<file path="src/rtl/ecc_sed_pkg.sv">
// Shared types and helpers for the single-error-detect (SED) parity codec.
// Used by both the encoder and the ecc_sed_decoder receive path.
package ecc_sed_pkg;

  localparam int ECC_SED_DATA_WIDTH = 12;
  localparam int ECC_SED_CW_WIDTH   = ECC_SED_DATA_WIDTH + 1;

  typedef struct packed {
    logic                          parity;
    logic [ECC_SED_DATA_WIDTH-1:0] data;
  } ecc_sed_cw_t;

  typedef enum logic [1:0] {
    BUF_EMPTY,
    BUF_ONE,
    BUF_FULL
  } buf_state_t;

  // Even parity: the parity bit makes the XOR of the whole codeword zero.
  function automatic logic ecc_sed_parity(input logic [ECC_SED_DATA_WIDTH-1:0] data);
    return ^data;
  endfunction

endpackage

</file>
<file path="src/rtl/ecc_sed_skid_buf.sv">
// Two-entry valid/ready skid buffer: an output register plus one skid entry.
// in_ready is registered, so out_ready has no combinational path to it.
module ecc_sed_skid_buf
  import ecc_sed_pkg::*;
#(
  parameter int WIDTH = ECC_SED_CW_WIDTH
) (
  input  logic             clk,
  input  logic             rst,
  input  logic             in_valid,
  output logic             in_ready,
  input  logic [WIDTH-1:0] in_data,
  output logic             out_valid,
  input  logic             out_ready,
  output logic [WIDTH-1:0] out_data
);

  buf_state_t       state;
  logic [WIDTH-1:0] skid_data;
  logic             accept;
  logic             pop;

  assign accept = in_valid & in_ready;
  assign pop    = out_valid & out_ready;

  // NOTE: only control state and the visible output register are reset; the
  // skid entry is never read while empty, so it needs no reset.
  always_ff @(posedge clk) begin
    if (rst) begin
      state     <= BUF_EMPTY;
      out_valid <= 1'b0;
      in_ready  <= 1'b1;
      out_data  <= '0;
    end else begin
      case (state)
        BUF_EMPTY: begin
          if (accept) begin
            out_data  <= in_data;
            out_valid <= 1'b1;
            state     <= BUF_ONE;
          end
        end
        BUF_ONE: begin
          if (accept && pop) begin
            out_data <= in_data;
          end else if (accept) begin
            skid_data <= in_data;
            in_ready  <= 1'b0;
            state     <= BUF_FULL;
          end else if (pop) begin
            out_valid <= 1'b0;
            state     <= BUF_EMPTY;
          end
        end
        BUF_FULL: begin
          if (pop) begin
            out_data <= skid_data;
            in_ready <= 1'b1;
            state    <= BUF_ONE;
          end
        end
        default: begin
          state     <= BUF_EMPTY;
          out_valid <= 1'b0;
          in_ready  <= 1'b1;
        end
      endcase
    end
  end

endmodule

</file>
<file path="src/rtl/ecc_sed_decoder.sv">
// SED parity decoder: checks and strips parity, forwards {err, data} via a skid
// buffer, keeps sticky/saturating error status. ECC_SED_DECODER_DROP_EN drops bad words.
module ecc_sed_decoder
  import ecc_sed_pkg::*;
#(
  parameter int DATA_WIDTH = ECC_SED_DATA_WIDTH,
  parameter int CNT_WIDTH  = 16
) (
  input  logic                  clk,
  input  logic                  rst,
  input  logic                  enc_valid,
  output logic                  enc_ready,
  input  logic [DATA_WIDTH:0]   enc_codeword,
  output logic                  dec_valid,
  input  logic                  dec_ready,
  output logic [DATA_WIDTH-1:0] dec_data,
  output logic                  dec_err,
  output logic                  err_sticky,
  output logic [CNT_WIDTH-1:0]  err_count,
  input  logic                  err_clr
);

  logic                syndrome;
  logic                accept;
  logic                err_accept;
  logic                buf_in_valid;
  logic                fwd_err;
  logic [DATA_WIDTH:0] buf_out;

  assign syndrome   = ^enc_codeword;
  assign accept     = enc_valid & enc_ready;
  assign err_accept = accept & syndrome;

`ifdef ECC_SED_DECODER_DROP_EN
  // Bad words still handshake upstream but never enter the buffer.
  assign buf_in_valid = enc_valid & ~syndrome;
  assign fwd_err      = 1'b0;
`else
  assign buf_in_valid = enc_valid;
  assign fwd_err      = syndrome;
`endif

  ecc_sed_skid_buf #(
    .WIDTH(DATA_WIDTH + 1)
  ) u_skid_buf (
    .clk      (clk),
    .rst      (rst),
    .in_valid (buf_in_valid),
    .in_ready (enc_ready),
    .in_data  ({fwd_err, enc_codeword[DATA_WIDTH-1:0]}),
    .out_valid(dec_valid),
    .out_ready(dec_ready),
    .out_data (buf_out)
  );

  assign dec_data = buf_out[DATA_WIDTH-1:0];
  assign dec_err  = buf_out[DATA_WIDTH];

  // Clear takes effect first, so a coincident erroneous word counts as one.
  always_ff @(posedge clk) begin
    if (rst) begin
      err_sticky <= 1'b0;
      err_count  <= '0;
    end else if (err_clr) begin
      err_sticky <= err_accept;
      err_count  <= err_accept ? CNT_WIDTH'(1) : '0;
    end else if (err_accept) begin
      err_sticky <= 1'b1;
      if (err_count != '1) begin
        err_count <= err_count + CNT_WIDTH'(1);
      end
    end
  end

endmodule

</file>
<file path="config.mk">
export PLATFORM = sky130hd
export DESIGN_NAME = ecc_sed_decoder
export DESIGN_NICKNAME = d
export VERILOG_FILES = /design/src/rtl/ecc_sed_pkg.sv /design/src/rtl/ecc_sed_skid_buf.sv /design/src/rtl/ecc_sed_decoder.sv
export SDC_FILE = /design/constraint.sdc
export NUM_CORES = 1
export LEC_CHECK = 0
export BUFFER_PORTS_ARGS = -buffer_cell sky130_fd_sc_hd__buf_4
export CORE_MARGIN = 5
export CORE_UTILIZATION = 30
export DETAILED_ROUTE_END_ITERATION = 16
export PLACE_DENSITY_LB_ADDON = 0.2
export SYNTH_ARGS = -nofsm -noshare
export SYNTH_HDL_FRONTEND = slang
export SYNTH_SLANG_ARGS = --single-unit
</file>
<file path="constraint.sdc">
create_clock -name clk -period 2.35 [get_ports clk]
set_input_delay 0.235 -clock clk [delete_from_list [all_inputs] [get_ports clk]]
set_output_delay 0.235 -clock clk [all_outputs]
set_load 0.05 [all_outputs]
</file>
# --- After elaboration in Yosys (flattened, before gate mapping) ---
# Index checks and enable logic that the tools add are counted.
word_totals:
  ff_bits: 47
  in_bits: 18
  output_inout_bits: 32
op_classes:
  addsub: 1
  eq_ne: 11
  mux: 25
  n_bitwise: 7
  n_reduce_logical: 12
ops:
  columns: ["op", "count"]
  rows:
  - ["2-to-1 mux 16 bit", 3]
  - ["2-to-1 mux 13 bit", 3]
  - ["case mux 13 bit (3 select lines)", 1]
  - ["adder 16 x 1 -> 16 bit, second input constant", 1]
  - ["inequality test 16 bit, second input constant", 1]
  - ["AND reduction 4 bit", 4]
  - ["parity 13 bit", 1]
  - ["2-to-1 mux 1 bit", 10]
  - ["2-to-1 mux 2 bit", 5]
  - ["inequality test 2 bit, second input constant", 4]
  - ["inequality test 2 x 1 -> 1 bit, second input constant", 3]
  - ["case mux 1 bit (3 select lines)", 2]
  - ["case mux 2 bit (3 select lines)", 1]
  - ["AND reduction 5 bit", 1]
  - ["inverter 1 bit", 4]
  - ["nonzero test 2 bit", 2]
  - ["AND 1 bit", 3]
  - ["inequality test 3 x 2 -> 1 bit, second input constant", 1]
  - ["nonzero test 3 bit", 1]
  - ["== test 2 x 1 -> 1 bit, second input constant", 1]
  - ["== test 2 bit, second input constant", 1]
  - ["logical NOT 2 bit", 1]
  - ["AND reduction 2 bit", 1]
  - ["logical AND 1 bit", 1]

# --- Longest topological paths before layout ---
# Gate-level depths: netlist (run 1).
depth:
  word_depth: 5
  mapped_depth: 8
  depth_no_buf: 6

# --- Hierarchy ---
# A second synthesis (run 1) with hierarchy kept.
hier_totals:
  cells_unflattened: 228
  area_unflattened_um2: 2397.3
by_module_without_submodules:
  columns: ["mod", "instances", "cells_each", "area_per_inst_um2"]
  rows:
  - ["ecc_sed_skid_buf", 1, 102, 1327.5]
  - ["ecc_sed_decoder", 1, 126, 1069.8]

# --- Worst setup path before layout (run 1) ---
# OpenSTA, ideal clock, no wires.
synth_timing:
  path_kind: "reg2reg"
  start: "register err_count[0]"
  end: "register err_count[1]"
  t_arrival_ps: 2143
  required_ps: 2280
  slack_ps: 137
  stages_incl_launch_ff: 9
  n_path_buf: 2
  period_less_slack_ps: 2213
  cell_sequence: "dfxtp_1 -> ha_1 -> and3_1 -> nand3_1 -> o21ai_0 -> clkbuf_1 -> buf_2 -> o21ai_0 -> a21oi_1"
synth_via:
  elab_chain_cells: 4
  elab_cells_between_ends: 7
  cone_classes: "1 x add/sub; 1 x eq/ne; 3 x mux; 2 x reduce/logical"
synth_lines:
  columns: ["item", "line", "rtl"]
  rows:
  - ["from (decl)", "ecc_sed_decoder.sv:19", "output logic [CNT_WIDTH-1:0] err_count,"]
  - ["from (signal assigned)", "ecc_sed_decoder.sv:66", "err_count <= err_accept ? CNT_WIDTH'(1) : '0;"]
  - ["from (signal assigned)", "ecc_sed_decoder.sv:70", "err_count <= err_count + CNT_WIDTH'(1);"]
  - ["adder 16 x 1 -> 16 bit", "ecc_sed_decoder.sv:70", null]
  - ["2-to-1 mux 16 bit", "ecc_sed_decoder.sv:69", "if (err_count != '1) begin"]
  - ["2-to-1 mux 16 bit", "ecc_sed_decoder.sv:67", "end else if (err_accept) begin"]
  - ["2-to-1 mux 16 bit", "ecc_sed_decoder.sv:64", "end else if (err_clr) begin"]
# Several ways; a longest one is shown, not always the timed one. The select of a mux whose other input is x is not followed.
# A chain may end at the register's enable or synchronous reset.

# --- Final worst setup path (run 1) ---
layout_timing:
  start: "register err_count[0]"
  end: "register err_count[8]"
# The elaborated chain is that of the path after synthesis.

==> metrics, run 1 <==
largest net degree at the start of global routing 32; Final #Nets 288; Pint 1460 µW; crit path setup slack, layout 376 ps; CP delay by family, top simple AND/OR/NAND/NOR gates; reg2reg end err_count[8]; YS warnings 0; Via-to-Cell Ratio 4.97; drt wl/cell 14.1 µm; worst-margin pin slew 405 ps; row count 31; vias 1833; FF-to-FF path depth 7; Layout Cells excl Fill 369; Worst Hold Launch enc_codeword[7]; Sequential Power Share 0.414; cell taking the most area after synthesis dfxtp_1; CTS H-tree lvls 2; CTS tree done; kind of critical path flip-flop to flip-flop; post-synth top area share 0.310; Slew HR 0.727; Die Ht 95.6 µm; number of global-route vias before repair 1736; Mapped Area 2200 µm²; synthesized instance count 219; CP required 2590 ps; GRT overflow 0; hold depth 1; die area 9140 µm²; top post-synthesis cells by count dfxtp_1, a21oi_1, nor2_1, mux2i_1; clock tree buffer depth 2; register area 1070 µm²; Fin Setup TNS 0 ps; clock-pin slew on the worst setup and hold paths 100 ps; fraction of registers with async set/reset 0; Clock Tree Root clkbuf_8; placed insts 361; RSZ-0062 raised after global routing false; Final Cycle Share 0.840; Syn Nets 238; first-pass GRT wire length 8360 µm; Post-CTS Hold Buffers 0; Hold Path End u_skid_buf.skid_data[7]; number of distinct library cells after synthesis 40; Setup WS pre-CTS 247 ps; DR pass1 iterations 4; critical path peak fanout 12; P_sw 860 µW; final setup vio count 0; # fillers 740; ys flop type dfxtp_1; worst path bufs/invs 1; status completed; Pleak 0.00105 µW; Hold Crit Class input port to flip-flop; Logic pwr share 0.333; # DRC 0; Fin. Hold Viols 0; n_diodes 0; Switching Share 0.371; Top-Level Pins 50; final max-slew violation count 0; Data arrival, critical path 2210 ps; FMAX 507 MHz; multi-input logic area 1080 µm²; Starting Density 0.306; Post-CTS Resized 0; placed cell area 2720 µm²; Synth area leaders dfxtp_1, edfxtp_1, mux2i_1; maximum VDD drop 0.228 mV; HPWL Detailed 3670 µm; max_cap viols 0; initial antenna violation count 0; # port buffers 49; Startpoint Class flip-flop; CTS Buf Count 5; clk_lat worst skew 310 ps; Final Skew 3.18 ps; sequential element share of the synthesized area 0.487; GPL Wtd Cong 0.762; CP max stage cell or4_1; PwrDens 820 nW/µm²; core region area 7180 µm²; Seq cells post-synth 47; die width 95.6 µm; P&R area growth vs syn 28.6%; worst r2r src err_count[0]; CTS Sinks 47; All-Layer GR Usage 0.118; total wire length 5190 µm; Crit path largest cell delay 470 ps; EDFF count, synth 13; layout cells sized above 1 0.252; final instance area 2830 µm²; postcts setup bufs 0; reg2reg setup slack 380 ps; Clock Power Share 0.252; count leader, synth dfxtp_1; Post-Syn Area per Cell 10.0 µm²; crit-path cells ha_1 > and3_1 > nand3_1 > o21ai_0 > buf_4 > or4_1 > a21oi_1; minimum clock period 1970 ps; Worst Setup End Kind flip-flop; number of DRC markers in iteration 0 38; Post-DRT Antenna Nets 0
## worst reg2reg max path, cell delays in order, from the launching register on
cell and delay (ps):
dfxtp_1 390, ha_1 240, and3_1 220, nand3_1 120, o21ai_0 110, buf_4 190, or4_1 470, a21oi_1 160
## through the flow
step | hold slack, ps | util | total power [µW]
after global placement | 439 | 0.379 | 1750
after detailed placement | 442 | 0.379 | 1760
after CTS | 110 | 0.394 | 2350
after global routing | 98.5 | 0.394 | 2440
after floorplan | 334 | - | 1490
final | 123 | 0.394 | 2320
## how the worst max path moves through the flow
| stage | from | endpoint | slack, ps | depth (start not counted) |
|---|---|---|---|---|
| 6_report | err_count[0] | err_count[8] | 380 | 7 |
| 2_1_floorplan | err_count[0] | err_count[1] | 140 | 8 |
| 5_1_grt | err_count[0] | err_count[15] | 220 | 7 |
| 4_1_cts | err_count[0] | err_count[13] | 380 | 7 |
| 3_3_place_gp | enc_codeword[3] | err_count[14] | 250 | 7 |
| 3_5_place_dp | enc_codeword[7] | err_count[13] | 250 | 7 |
## per-layer routing
| layer | track usage | part of all wire |
|---|---|---|
| met1 | 0.152 | 0.48 |
| met2 | 0.186 | 0.46 |
| met3 | 0.0339 | 0.047 |
| met4 | 0.0427 | 0.015 |
| met5 | 0 | 0 |
## registers in the layout, indices dropped and copies added (netlist names)
signal,flops
err_count,16
err_sticky,1
u_skid_buf.in_ready,1
u_skid_buf.out_data,13
u_skid_buf.out_valid,1
u_skid_buf.skid_data,13
u_skid_buf.state,2
## power by group through the flow
stage	logic (µW)	registers [µW]	clock network (µW)
4_1_cts	780	962	609
3_5_place_dp	780	981	0
6_report	773	961	585
3_3_place_gp	773	978	0
2_1_floorplan	329	1170	0
5_1_grt	832	971	641
## cell type report
| class | instances | share of cell area |
|---|---|---|
| multi-input combinational | 157 | 0.382 |
| sequential | 47 | 0.379 |
| timing repair buffer | 56 | 0.153 |
| tap | 99 | 0.0438 |
| clock buffer | 6 | 0.0332 |
| clock inverter | 2 | 0.00619 |
| inverter | 2 | 0.00265 |
## cells by family after synthesis
group / after synthesis / share of synthesized area
and+or+nand+nor: 77 / 0.191
adders and majority gates: 1 / 0.00569
buffers and inverters: 15 / 0.0285
AOI/OAI and AO/OA: 56 / 0.170
DFF: 47 / 0.487
muxes: 14 / 0.0637
xor gates and xnor gates: 9 / 0.0546
## placed cells by master (no fill, tap or decap), types with 10 or more instances in the layout
| cell | synthesis | layout |
|---|---|---|
| a211oi_1 | 12 | 12 |
| a21oi_1 | 20 | 20 |
| buf_4 | 0 | 55 |
| dfxtp_1 | 34 | 34 |
| edfxtp_1 | 13 | 13 |
| mux2i_1 | 14 | 14 |
| nand2_1 | 12 | 12 |
| nor2_1 | 19 | 19 |
| o31ai_1 | 13 | 13 |
| or4_1 | 10 | 10 |
No activity file was read; power rests on OpenSTA's default activity.
==> inputs of run 2 (changes only) <==
Clock period 2.35 ns to 2 ns, I/O delays scaled along.
==> run 2 against run 1 <==
- non-clock buffer count is 13 higher
- global-route usage is 0.19 points higher
- maximum frequency is 5.9% higher
==> metrics, run 2 (synthesized netlist as in run 1, its figures left out) <==
status completed; commonest non-fill, non-tap cell in the layout buf_4; crit-path cells ha_1 > and3_1 > and3_1 > a21oi_1 > or4b_1 > a21oi_1; max_cap viols 0 (unchanged); FMAX 536 MHz (+5.9%); vias 1865 (+1.7%); Final Cycle Share 0.932 (+0.0920); Sequential Power Share 0.401 (-0.013); Slew HR 0.540 (-0.187); Post-DRT Antenna Nets 0 (unchanged); drt wl/cell 14.0 µm (-0.22%); PwrDens 947 nW/µm² (+15%); # fillers 723 (-2.3%); Startpoint Class flip-flop; GRT overflow 0 (unchanged); Biggest register err_count; Hold Crit Class input port to flip-flop; Data arrival, critical path 2100 ps (-110 ps); Die Ht 95.6 µm (unchanged); Final Skew 13.3 ps (+10.2 ps); crit path setup slack, layout 136 ps (-240 ps); row count 31 (unchanged); number of global-route vias before repair 1739 (+0.17%); met1 usage 0.162 (+0.0101); Finished Core Util 0.412 (+0.0181); die area 9140 µm² (unchanged); Clock Power Share 0.257 (+0.005); Via-to-Cell Ratio 4.88 (-1.7%); placed cell area 2820 µm² (+3.6%); biggest regs err_count: 16 flops, u_skid_buf.out_data: 13 flops, u_skid_buf.skid_data: 13 flops; final instance area 2960 µm² (+4.6%); DR pass1 iterations 5 (+1); Fin. Hold Viols 0 (unchanged); Final #Nets 301 (+4.5%); # port buffers 49 (unchanged); initial antenna violation count 0 (unchanged); clock-pin slew on the worst setup and hold paths 100 ps (about the same); Setup WS pre-CTS -396 ps (-642 ps); Worst Setup End Kind flip-flop; Pint 1790 µW (+23%); CP required 2230 ps (-360 ps); CTS H-tree lvls 2 (unchanged); first-pass GRT wire length 8550 µm (+2.2%); core region area 7180 µm² (unchanged); Crit path largest cell delay 460 ps (about the same); Switching Share 0.361 (-0.00999); CTS Buf Count 5 (unchanged); layout cells sized above 1 0.346 (+0.0944); Clock Tree Root clkbuf_8; Post-CTS Hold Buffers 0 (unchanged); Logic pwr share 0.342 (+0.009); number of DRC markers in iteration 0 80 (+110%); P&R area growth vs syn 34.5%; commonest cells after routing, fill and taps aside buf_4, a21oi_1, dfxtp_1; kind of critical path flip-flop to flip-flop; postcts setup bufs 0 (unchanged); minimum clock period 1860 ps (-110 ps); met2 GRT Util 0.185 (-0.000579); GPL Wtd Cong 0.756 (-0.87%); critical path peak fanout 4 (-8); All-Layer GR Usage 0.120 (+0.00194); clk_lat worst skew 300 ps (about the same); CTS tree done; CP max stage cell or4b_1; max reg flops 16 (unchanged); final setup vio count 0 (unchanged); clock tree buffer depth 2 (unchanged); Pleak 0.00112 µW (+6.1%); die width 95.6 µm (unchanged); met3 Use GR 0.0347 (+0.000789); # DRC 0 (unchanged); worst-margin pin slew 689 ps (+284 ps); Fin Setup TNS 0 ps (unchanged); largest net degree at the start of global routing 29 (-9.4%); Top-Level Pins 50 (unchanged); P_sw 1010 µW (+17%); final max-slew violation count 0 (unchanged); HPWL Detailed 3800 µm (+3.5%); maximum VDD drop 0.334 mV (+47%); total wire length 5360 µm (+3.3%); n_diodes 0 (unchanged); RSZ-0062 raised after global routing false; CTS Sinks 47 (unchanged); Starting Density 0.306 (unchanged); GR peak layer met2
run 2: cell count changes in the layout (fill, tap and decap cells not counted), sizes merged:
cell           previous run  this run
bufinv                    0         1
clkdlybuf4s15             0         1
clkinv                    1         0
clkbuf                    6         5
buf                      56        68
clkinvlp                  0         1
run 2: worst max-delay path, delay by kind of cell (launching register included):
kind | cells | cell delay (ps)
adders and majority gates | 1 | 210
and+or+nand+nor | 3 | 860
DFF | 1 | 340
AOI/OAI and AO/OA | 2 | 380
run 2: stage by stage:
stage                     instances  hold slack, ps  total power [µW]
after global routing            382            72.2              2960
after CTS                       381            81.2              2830
final                           382            93.6              2800
after floorplan                 219             299              1760
after detailed placement        373             410              2090
after global placement          373             411              2070
run 2: cell type report:
type	instances	area (µm²)	share of cell area
timing repair buffer	69	522	0.176
clock inverter	3	46.3	0.0157
multi-input combinational	157	1100	0.372
inverter	2	7.51	0.00254
clock buffer	5	68.8	0.0233
tap	99	124	0.0419
sequential	47	1090	0.368
run 2: power by group through the flow:
stage | Combinational (µW) | Clock (µW) | Sequential, µW
after detailed placement | 942 | 0 | 1150
after global placement | 925 | 0 | 1150
after CTS | 960 | 748 | 1130
after global routing | 1030 | 790 | 1140
after floorplan | 387 | 0 | 1370
final | 957 | 720 | 1120
run 2: what timing repair did:
action	in CTS	in global routing
gates resized for setup	1	2
cloned	0	1
setup endpoints to repair	12	7
run 2: final timing paths:
path	start	endpoint	slack, ps	cells past startpoint
worst min register to register	err_sticky	err_sticky	490	2
worst max register to register	err_count[0]	err_count[9]	140	6
worst max-delay path	err_count[0]	err_count[9]	140	6
worst min-delay path	enc_codeword[10]	u_skid_buf.skid_data[10]	90	1
run 2: layer usage:
metal,vias to the layer above,part of all wire
li1,960,-
met1,867,0.47
met4,0,0.0054
met5,-,0
met3,2,0.047
met2,36,0.48
